`config.mk`:
```
export PLATFORM = sky130hd
export DESIGN_NAME = instruction_fetch_unit
export DESIGN_NICKNAME = d
export VERILOG_FILES = /design/src/rtl/instruction_fetch_unit.sv
export SDC_FILE = /design/constraint.sdc
export NUM_CORES = 1
export LEC_CHECK = 0
export BUFFER_PORTS_ARGS = -buffer_cell sky130_fd_sc_hd__buf_2
export CORE_MARGIN = 8
export CORE_UTILIZATION = 40
export CTS_CLUSTER_SIZE = 20
export DETAILED_ROUTE_END_ITERATION = 6
export SETUP_SLACK_MARGIN = 0.4
export SLEW_MARGIN = 15
export SYNTH_ARGS = -nofsm -noshare
export SYNTH_HDL_FRONTEND = slang
export SYNTH_SLANG_ARGS = --single-unit
```
`constraint.sdc`:
```
create_clock -name clk -period 2.5 [get_ports clk]
set_input_delay 0 -clock clk [delete_from_list [all_inputs] [get_ports clk]]
set_output_delay 0 -clock clk [all_outputs]
set_load 0.01 [all_outputs]
```
`src/rtl/instruction_fetch_unit.sv`:
```
`default_nettype none
// +----------------------------------------------------------------------------+
// | instruction_fetch_unit                                                     |
// |   MIPS IF stage: req/ack fetch, output buffer + skid, stall/redirect flush |
// |   Revision: 1.0                                                            |
// +----------------------------------------------------------------------------+
module instruction_fetch_unit #(
  parameter logic [31:0] RESET_PC = 32'h0000_0000
) (
  input  logic        clk,
  input  logic        rst,
  input  logic        stall,
  input  logic        redirect_valid,
  input  logic [31:0] redirect_pc,
  output logic        imem_req,
  output logic [31:0] imem_addr,
  input  logic        imem_ack,
  input  logic [31:0] imem_rdata,
  output logic [31:0] pc_incr4_IF,
  output logic [31:0] inst_IF,
  output logic        valid_IF
);

  typedef enum logic [1:0] {
    S_BOOT    = 2'd0,
    S_REQ     = 2'd1,
    S_BLOCKED = 2'd2,
    S_DISCARD = 2'd3
  } state_t;

  state_t      r_state, w_state_nxt;
  logic        r_imem_req, w_imem_req_nxt;
  logic [31:0] r_req_addr, w_req_addr_nxt;
  logic [31:0] r_pending_pc, w_pending_pc_nxt;
  logic        r_ob_valid, w_ob_valid_nxt;
  logic [31:0] r_ob_inst, w_ob_inst_nxt;
  logic [31:0] r_ob_pc4, w_ob_pc4_nxt;
  logic        r_sk_valid, w_sk_valid_nxt;
  logic [31:0] r_sk_inst, w_sk_inst_nxt;
  logic [31:0] r_sk_pc4, w_sk_pc4_nxt;

  logic        w_ack_req;
  logic        w_ack_any;
  logic        w_ob_take;
  logic [31:0] w_fetch_pc4;

  assign w_ack_req   = imem_ack && (r_state == S_REQ);
  assign w_ack_any   = imem_ack && ((r_state == S_REQ) || (r_state == S_DISCARD));
  // OB accepts new content when it is empty or is being consumed this edge.
  assign w_ob_take   = !r_ob_valid || !stall;
  assign w_fetch_pc4 = r_req_addr + 32'd4;

  always_comb begin
    w_state_nxt      = r_state;
    w_req_addr_nxt   = r_req_addr;
    w_pending_pc_nxt = r_pending_pc;
    w_ob_valid_nxt   = r_ob_valid;
    w_ob_inst_nxt    = r_ob_inst;
    w_ob_pc4_nxt     = r_ob_pc4;
    w_sk_valid_nxt   = r_sk_valid;
    w_sk_inst_nxt    = r_sk_inst;
    w_sk_pc4_nxt     = r_sk_pc4;

    if (redirect_valid) begin
      w_ob_valid_nxt = 1'b0;
      w_ob_inst_nxt  = 32'd0;
      w_ob_pc4_nxt   = 32'd0;
      w_sk_valid_nxt = 1'b0;
      w_sk_inst_nxt  = 32'd0;
      w_sk_pc4_nxt   = 32'd0;
      if ((r_state == S_BOOT) || (r_state == S_BLOCKED) || w_ack_any) begin
        w_req_addr_nxt = redirect_pc;
        w_state_nxt    = S_REQ;
      end else begin
        // Request still in flight: keep the address stable and drop its data later.
        w_pending_pc_nxt = redirect_pc;
        w_state_nxt      = S_DISCARD;
      end
    end else begin
      // SK is only ever full in BLOCKED, so an ack never competes with an SK drain.
      if (w_ob_take) begin
        if (r_sk_valid) begin
          w_ob_valid_nxt = 1'b1;
          w_ob_inst_nxt  = r_sk_inst;
          w_ob_pc4_nxt   = r_sk_pc4;
          w_sk_valid_nxt = 1'b0;
        end else if (w_ack_req) begin
          w_ob_valid_nxt = 1'b1;
          w_ob_inst_nxt  = imem_rdata;
          w_ob_pc4_nxt   = w_fetch_pc4;
        end else begin
          w_ob_valid_nxt = 1'b0;
          w_ob_inst_nxt  = 32'd0;
          w_ob_pc4_nxt   = 32'd0;
        end
      end else if (w_ack_req) begin
        w_sk_valid_nxt = 1'b1;
        w_sk_inst_nxt  = imem_rdata;
        w_sk_pc4_nxt   = w_fetch_pc4;
      end

      case (r_state)
        S_BOOT: begin
          w_req_addr_nxt = RESET_PC;
          w_state_nxt    = S_REQ;
        end
        S_REQ: begin
          if (imem_ack) begin
            w_req_addr_nxt = w_fetch_pc4;
            w_state_nxt    = w_sk_valid_nxt ? S_BLOCKED : S_REQ;
          end
        end
        S_BLOCKED: begin
          if (!w_sk_valid_nxt) w_state_nxt = S_REQ;
        end
        S_DISCARD: begin
          if (imem_ack) begin
            w_req_addr_nxt = r_pending_pc;
            w_state_nxt    = S_REQ;
          end
        end
        default: w_state_nxt = S_BOOT;
      endcase
    end

    w_imem_req_nxt = (w_state_nxt == S_REQ) || (w_state_nxt == S_DISCARD);
  end

  always_ff @(posedge clk or negedge rst) begin
    if (!rst) begin
      r_state      <= S_BOOT;
      r_imem_req   <= 1'b0;
      r_req_addr   <= 32'd0;
      r_pending_pc <= 32'd0;
      r_ob_valid   <= 1'b0;
      r_ob_inst    <= 32'd0;
      r_ob_pc4     <= 32'd0;
      r_sk_valid   <= 1'b0;
      r_sk_inst    <= 32'd0;
      r_sk_pc4     <= 32'd0;
    end else begin
      r_state      <= w_state_nxt;
      r_imem_req   <= w_imem_req_nxt;
      r_req_addr   <= w_req_addr_nxt;
      r_pending_pc <= w_pending_pc_nxt;
      r_ob_valid   <= w_ob_valid_nxt;
      r_ob_inst    <= w_ob_inst_nxt;
      r_ob_pc4     <= w_ob_pc4_nxt;
      r_sk_valid   <= w_sk_valid_nxt;
      r_sk_inst    <= w_sk_inst_nxt;
      r_sk_pc4     <= w_sk_pc4_nxt;
    end
  end

  assign imem_req    = r_imem_req;
  assign imem_addr   = r_req_addr;
  assign inst_IF     = r_ob_inst;
  assign pc_incr4_IF = r_ob_pc4;
  assign valid_IF    = r_ob_valid;

endmodule
`default_nettype wire
```
==> out/metrics.csv, run 1 <==
stage;metric;value;unit
sta;setup_viol;0;
global_route;grt_pass1_vias;7977;
drt;detail-route-antenna-nets;0;
power;combPwrFrac;36.6;%
synth;syn_nets;988;
place;placed_area;10500;um2
synth;yosys.area_share.adder;0.676;%
worst_setup_path;crit_arrival;2380;ps
power;p_seq_share;39.8;%
final_layout;drive_gt1_share;26.2;%
min_path;hp-class;primary input to flop;
sta;fmax;492;MHz
place;routabilityCongestion;0.830;
global_route;track_usage;19.8;%
power;swShare;38.5;%
synth;synthArstFlopShare;100;%
clocking;tritoncts;yes;
synth;synth-compound-area-share;23.1;%
synth;synth_top_family_by_area;compound AO/OA/AOI/OAI gates;
floorplan;boundaryPins;167;
sta;worstMarginPinSlew;946;ps
global_route;grt_first_pass_wirelength;45.0;mm
worst_setup_path;reg2reg_depth;5;
worst_setup_path;crit_fanout;9;
drt;firstDrtPassIters;5;
floorplan;dieArea;28200;um2
clocking;cts_inserted_buffers;17;
synth;ys.flop_type;dfrtp_1;
floorplan;core;22600;um2
synth;ys_warn_count;0;
synth;muxShareOfSynthArea;4.00;%
worst_setup_path;startpoint;r_state[1]$_DFF_PN0_;
clocking;cts.htree.levels;4;
final_layout;n_antenna_cell;0;
synth;syn_area_per_cell;10.1;um2
final_layout;final_area;11800;um2
power;p_leak;5.31;nW
power;ir_drop;482;uV
drt;drc;0;
drt;vias_per_cell;5.72;
flow_run;maxCapViolCount;0;
clocking;clock-sinks;196;
global_route;antenna_found_initial;0;
clocking;clockBufferDepth;2;
synth;synth-xor-area-share;2.65;%
clocking;clk_latency;430;ps
synth;syn-cell-area;9250;um2
sta;relSlewSlack;36.4;%
clocking;root_buffer;clkbuf_16;
sta;finalHoldViolations;0;
final_layout;fillCellCount;2082;
global_route;gr-total-overflow;0;
worst_setup_path;reg2reg_from;r_state[1]$_DFF_PN0_;
final_layout;nets;1202;
sta;post-route-period-util;81.2;%
power;power_switching;4.50;mW
synth;synth_edf_count;0;
power;clock_power_share;23.6;%
synth;synth_simple_gate_area_share;12.7;%
worst_setup_path;crit_required;2850;ps
worst_setup_path;path_class;flop to flop;
sta;period_needed;2030;ps
floorplan;fp.dieW;168;um
worst_setup_path;endpoint_kind;flop;
min_path;min_path_cells;3;
final_layout;utilization;52.3;%
sta;tns;0;ps
place;io_buffers;166;
place;hpwlAfterDp;18.9;mm
sta;drv_slew;0;
synth;synth_cell_types;51;
status;status;finished clean;
drt;vias;8161;
clocking;path_clk_slew;70;ps
min_path;hp-start;imem_ack;
final_layout;seq_area;4910;um2
drt;drtIter0Drc;700;
drt;finalWirelength;28.2;mm
synth;synthCells;914;
final_layout;multi_input_area;4080;um2
drt;routedWlPerCell;19.8;um
floorplan;std_cell_rows;55;
final_layout;area_delta_synth_final;28.0;%
power;power_density;987;nW/um2
worst_setup_path;critPathLaunchType;flop;
sta;fin_skew;11.7;ps
global_route;grt_max_degree;69;
sta;rsz0062_at_grt;no;
floorplan;die_y;168;um
synth;seq_area_frac_synth;53.0;%
power;intPower;7.18;mW
sta;hold_slack;49.5;ps
synth;ys_seq_elements;196;
floorplan;start_util;40.8;%
## metal layers
layer	wire, um	GRT usage, %	share of wire, %	vias to the layer above
li1	-	-	-	3783
met1	12900	26.9	46	4103
met2	13600	32.3	48	255
met3	1420	3.88	5.0	20
met4	336	4.62	1.2	0
met5	0	0	0	-
## repair_timing
item	4_1_cts	5_1_grt
endpoints found under the hold margin	196	0
pin swaps	0	3
endpoints found under the setup margin	21	43
resized for setup	3	10
hold buffers	66	0
buffers inserted	0	3
## final timing paths
check | to | slack, ps
worst max-delay path | r_sk_pc4[4]$_DFFE_PN0P_ | 470
worst min-delay path | r_state[1]$_DFF_PN0_ | 50
worst max register to register | r_sk_pc4[4]$_DFFE_PN0P_ | 470
worst min register to register | r_sk_pc4[15]$_DFFE_PN0P_ | 480
max in group asynchronous | imem_addr[3]$_DFFE_PN0P_ | 1530
min in group asynchronous | inst_IF[14]$_DFFE_PN0P_ | 140
## power by group through the flow
stage / registers [mW] / clock network [mW] / logic [mW]
after global routing: 4.76 / 2.93 / 4.68
after global placement: 4.65 / 0 / 4.11
after detailed placement: 4.69 / 0 / 4.14
after floorplan: 4.73 / 0 / 2.38
after CTS: 4.63 / 2.83 / 4.25
final: 4.65 / 2.76 / 4.27
## critical path, cell delays in order, from the launching register on
cell     delay, ps
dfrtp_1        420
inv_1          100
ha_2           270
nand2_1        160
nor3_1         760
a22o_1         250
## cell type report
class                   instances  share of cell area, %
clock inverters                13                   1.14
flip-flops and latches        196                   41.5
well taps                     285                   3.01
inverters                      20                  0.634
multi-input cells             626                   34.4
repair buffers                267                   15.5
clock buffers                  19                   3.83
## flip-flops by register name, summed over array words and instances, names as in the netlist
register,count
r_state,2
r_sk_inst,32
pc_incr4_IF,32
r_pending_pc,32
r_sk_pc4,32
imem_addr,32
inst_IF,32
valid_IF,1
r_sk_valid,1
## synthesized netlist by cell type, types with 3 or more instances
cell | number | area share (%)
o21ai_1 | 6 | 0.32
nor3_1 | 14 | 0.76
o22ai_1 | 9 | 0.61
nor3_2 | 4 | 0.43
mux2_2 | 32 | 3.9
nand3_1 | 13 | 0.70
xnor2_1 | 23 | 2.2
o31ai_1 | 6 | 0.49
ha_1 | 5 | 0.68
xor2_1 | 5 | 0.47
clkbuf_1 | 53 | 2.2
inv_1 | 19 | 0.77
a22o_1 | 11 | 1.0
buf_2 | 9 | 0.49
a22oi_1 | 36 | 2.9
or4_1 | 3 | 0.24
o2bb2ai_1 | 7 | 0.66
o211ai_1 | 36 | 2.9
a21oi_1 | 25 | 1.4
nor2_1 | 73 | 3.0
a221oi_1 | 12 | 1.1
nor4_4 | 3 | 0.69
dfrtp_1 | 196 | 53
o21ai_0 | 105 | 5.7
nand4_1 | 7 | 0.47
and3_1 | 6 | 0.41
buf_1 | 10 | 0.41
a222oi_1 | 8 | 0.87
a32o_1 | 31 | 3.4
o31a_1 | 6 | 0.57
nand2_1 | 112 | 4.5
## cell families after synthesis
kind of cell | after synthesis
flops | 196
xor+xnor | 28
simple gates | 251
mux | 33
compound gates | 309
fa+ha+maj | 5
buf+inv | 92
## stage by stage
step           total power, mW  setup WS [ps]  cells
6_report                  11.7            469   1426
2_1_floorplan             7.12            545    914
5_1_grt                   12.4            397   1426
4_1_cts                   11.7            421   1423
3_5_place_dp              8.83            318   1325
3_3_place_gp              8.76            411   1325
## cell usage in the layout (no fill, tap or decap), drive strengths merged, types with 3 or more instances in the layout
master and instances:
o211ai 37, nand3 14, nand4 8, ha 5, nor3 18, mux2 32, dfrtp 196, o31a 6
clkinv 3, xor2 5, a32o 31, o2bb2ai 7, nand2 112, a21oi 25, o22ai 9, a22o 11
a222oi 8, nor2 73, or4 3, buf 200, a221oi 12, o21ai 111, and3 6, inv 28
dlygate4sd3 66, a22oi 36, clkbuf 20, xnor2 23, nor4 5, o31ai 6
No activity file was read; power rests on OpenSTA's default activity.
==> run 2: changes to the inputs <==
- ABC_AREA: default -> 1
- clock period: 2.5 -> 1.7 ns (I/O delays scaled with it)
==> run 2 against run 1 <==
  * The run now ends with negative setup slack left
  * Synthesized cell count increased by 26%
  * Hold slack worse by 17 ps
  * Global-route usage increased by 0.98 points
  * Die area increased by 2.1%
  * Register-to-register slack got worse by 490 ps
  * Total power up 72%
  * Maximum frequency increased by 18%
  * Largest cell class unchanged
==> out/metrics.csv, run 2 <==
stage;metric;value;unit
synth;synthArstFlopShare;100;%
final_layout;final_common_cell;nand2_1;
final_layout;multi_input_area;4510;um2
global_route;track_usage;20.8;%
clocking;path_clk_slew;90;ps
synth;ys.flop_type;dfrtp_1;
synth;synth_cell_types;34;
place;hpwlAfterDp;20.2;mm
power;p_total;20.1;mW
final_layout;area_delta_synth_final;41.5;%
worst_setup_path;path_class;flop to flop;
synth;syn_area_per_cell;8.23;um2
clocking;clock-sinks;196;
clocking;tritoncts;yes;
synth;seq_area_frac_synth;51.8;%
worst_setup_path;endpoint_kind;flop;
floorplan;fp.dieW;170;um
status;status;complete, but fails checks;
clocking;clk_latency;450;ps
drt;detail-route-antenna-nets;0;
sta;worstMarginPinSlew;450;ps
synth;synthTopCellsByCount;404 x nand2_1, 196 x dfrtp_1, 96 x inv_1;
drt;routedWlPerCell;18.2;um
clocking;cts.htree.levels;4;
final_layout;layout_common_cells;370 x nand2_1, 177 x dfrtp_1, 165 x buf_2, 92 x inv_1, 66 x dlygate4sd3_1;
power;swShare;41.3;%
power;clock_power_share;21.4;%
synth;ys_seq_elements;196;
final_layout;nets;1494;
sta;setup_viol;6;
place;io_buffers;166;
power;intPower;11.8;mW
synth;syn-cell-area;9460;um2
global_route;gr-total-overflow;0;
synth;yosys-top-cells-area;dfrtp_1 52%, nand2_1 16%, inv_1 3.8%;
global_route;grt_first_pass_wirelength;47.9;mm
power;ir_drop;814;uV
place;routabilityCongestion;0.958;
worst_setup_path;critPathLaunchType;flop;
min_path;hp-class;primary input to async pin;
global_route;grt_max_degree;68;
floorplan;dieArea;28800;um2
floorplan;core;23300;um2
drt;vias_per_cell;5.17;
floorplan;die_y;170;um
floorplan;start_util;40.6;%
power;p_leak;6.57;nW
sta;drv_slew;0;
floorplan;std_cell_rows;56;
worst_setup_path;crit_required;2010;ps
drt;drc;0;
final_layout;drive_gt1_share;31.5;%
sta;post-route-period-util;101;%
final_layout;fin_cells;1752;
final_layout;seq_area;4930;um2
global_route;grt_pass1_vias;8726;
worst_setup_path;crit_fanout;10;
place;place_inst;1621;
power;combPwrFrac;44.3;%
sta;rsz0062_at_grt;yes;
sta;fin_ws;-22.0;ps
drt;finalWirelength;31.9;mm
clocking;cts_inserted_buffers;17;
sta;fin_skew;13.6;ps
synth;syn_nets;1224;
synth;ys_warn_count;0;
power;p_seq_share;34.3;%
worst_setup_path;crit_arrival;2030;ps
final_layout;utilization;57.4;%
sta;fmax;581;MHz
synth;synthCells;1150;
synth;synth_top_area_share;51.8;%
sta;hold_slack;32.7;ps
final_layout;fillCellCount;2086;
synth;yosysTopAreaCell;dfrtp_1;
synth;synth_edf_count;0;
flow_run;maxCapViolCount;0;
global_route;antenna_found_initial;0;
floorplan;boundaryPins;167;
sta;relSlewSlack;69.8;%
power;power_switching;8.32;mW
drt;drtIter0Drc;737;
final_layout;n_antenna_cell;0;
clocking;root_buffer;clkbuf_16;
power;power_density;1500;nW/um2
sta;period_needed;1720;ps
sta;finalHoldViolations;0;
clocking;clockBufferDepth;2;
drt;vias;9065;
synth;synth.most_common_cell;nand2_1;
status;violations;negative setup slack;
drt;firstDrtPassIters;6;
run 2: changes by cell type in the layout (fill, tap and decap cells not counted), moves of 29 or more:
cell      previous run  this run
o21ai_0            105        39
o211ai_1            36         3
inv_1               19        92
o22ai_1              9        45
nor2_1              72        43
nand2_1            111       370
run 2: power groups by stage:
stage / combinational [mW] / clock [mW] / sequential (mW)
2_1_floorplan: 3.97 / 0 / 6.97
3_3_place_gp: 6.76 / 0 / 6.87
3_5_place_dp: 6.82 / 0 / 6.91
4_1_cts: 7.57 / 4.37 / 6.79
5_1_grt: 9.66 / 4.55 / 7.05
6_report: 8.93 / 4.31 / 6.90
run 2: layer usage:
layer / track usage [%] / vias to the layer above / wire length, um
li1: - / 4337 / -
met1: 29.7 / 4404 / 14900
met2: 32.3 / 300 / 14700
met3: 3.73 / 24 / 1800
met4: 5.08 / 0 / 438
met5: 0 / - / 0
run 2: area by class of cell:
| cell class | instances | share of cell area, % |
|---|---|---|
| clock buffers | 17 | 3.18 |
| clock inverters | 15 | 1.63 |
| inverters | 105 | 3.22 |
| multi-input cells | 790 | 33.7 |
| flip-flops and latches | 196 | 36.8 |
| well taps | 319 | 2.98 |
| repair buffers | 310 | 18.5 |
run 2: cells by family (layout without fill, tap and decap cells):
logic type | after synthesis | in the layout | share of synthesized area [%]
mux | 15 | 15 | 1.78
buf+inv | 164 | 447 | 7.21
compound gates | 210 | 210 | 14.4
simple gates | 553 | 553 | 23.4
flops | 196 | 196 | 51.8
xor+xnor | 7 | 7 | 0.648
fa+ha+maj | 5 | 5 | 0.661
run 2: path summary, 6_finish.rpt:
| path | depth (start not counted) | slack (ps) | start | end |
|---|---|---|---|---|
| setup / recovery | 8 | -20 | r_state[1]$_DFF_PN0_ | r_sk_pc4[12]$_DFFE_PN0P_ |
| hold / removal | 2 | 30 | rst | inst_IF[18]$_DFFE_PN0P_ |
| setup reg to reg | 8 | -20 | r_state[1]$_DFF_PN0_ | r_sk_pc4[12]$_DFFE_PN0P_ |
| hold reg to reg | 2 | 470 | pc_incr4_IF[17]$_DFFE_PN0P_ | pc_incr4_IF[17]$_DFFE_PN0P_ |
| max in group asynchronous | 3 | 920 | rst | imem_addr[11]$_DFFE_PN0P_ |
| min in group clk | 5 | 120 | redirect_valid | imem_addr[1]$_DFFE_PN0P_ |
run 2: worst max-delay path, cell delays in order (launching register included):
cell       delay [ps]
dfrtp_2           470
inv_4              90
ha_4              210
inv_4              60
nor3b_4           230
nor2_4            110
inv_4             150
clkbuf_16         180
o22ai_1            80
run 2: stage by stage:
stage | instance area, um2 | TNS, ps | worst slack (ps)
2_1_floorplan | 9710 | 0 | 144
3_3_place_gp | 11100 | -28.4 | -28.4
3_5_place_dp | 11100 | -277 | -33.6
4_1_cts | 12700 | 0 | 24.7
5_1_grt | 13400 | -4170 | -105
6_report | 13400 | -46.9 | -22.0
run 2: repair_timing:
action                                  in CTS  in global routing
pin swaps                                   18                 14
resized for setup                           51                115
buffers inserted                            17                  6
endpoints found under the hold margin      313                  0
hold buffers                                66                  0
gates cloned                                 1                  9
endpoints found under the setup margin     196                197
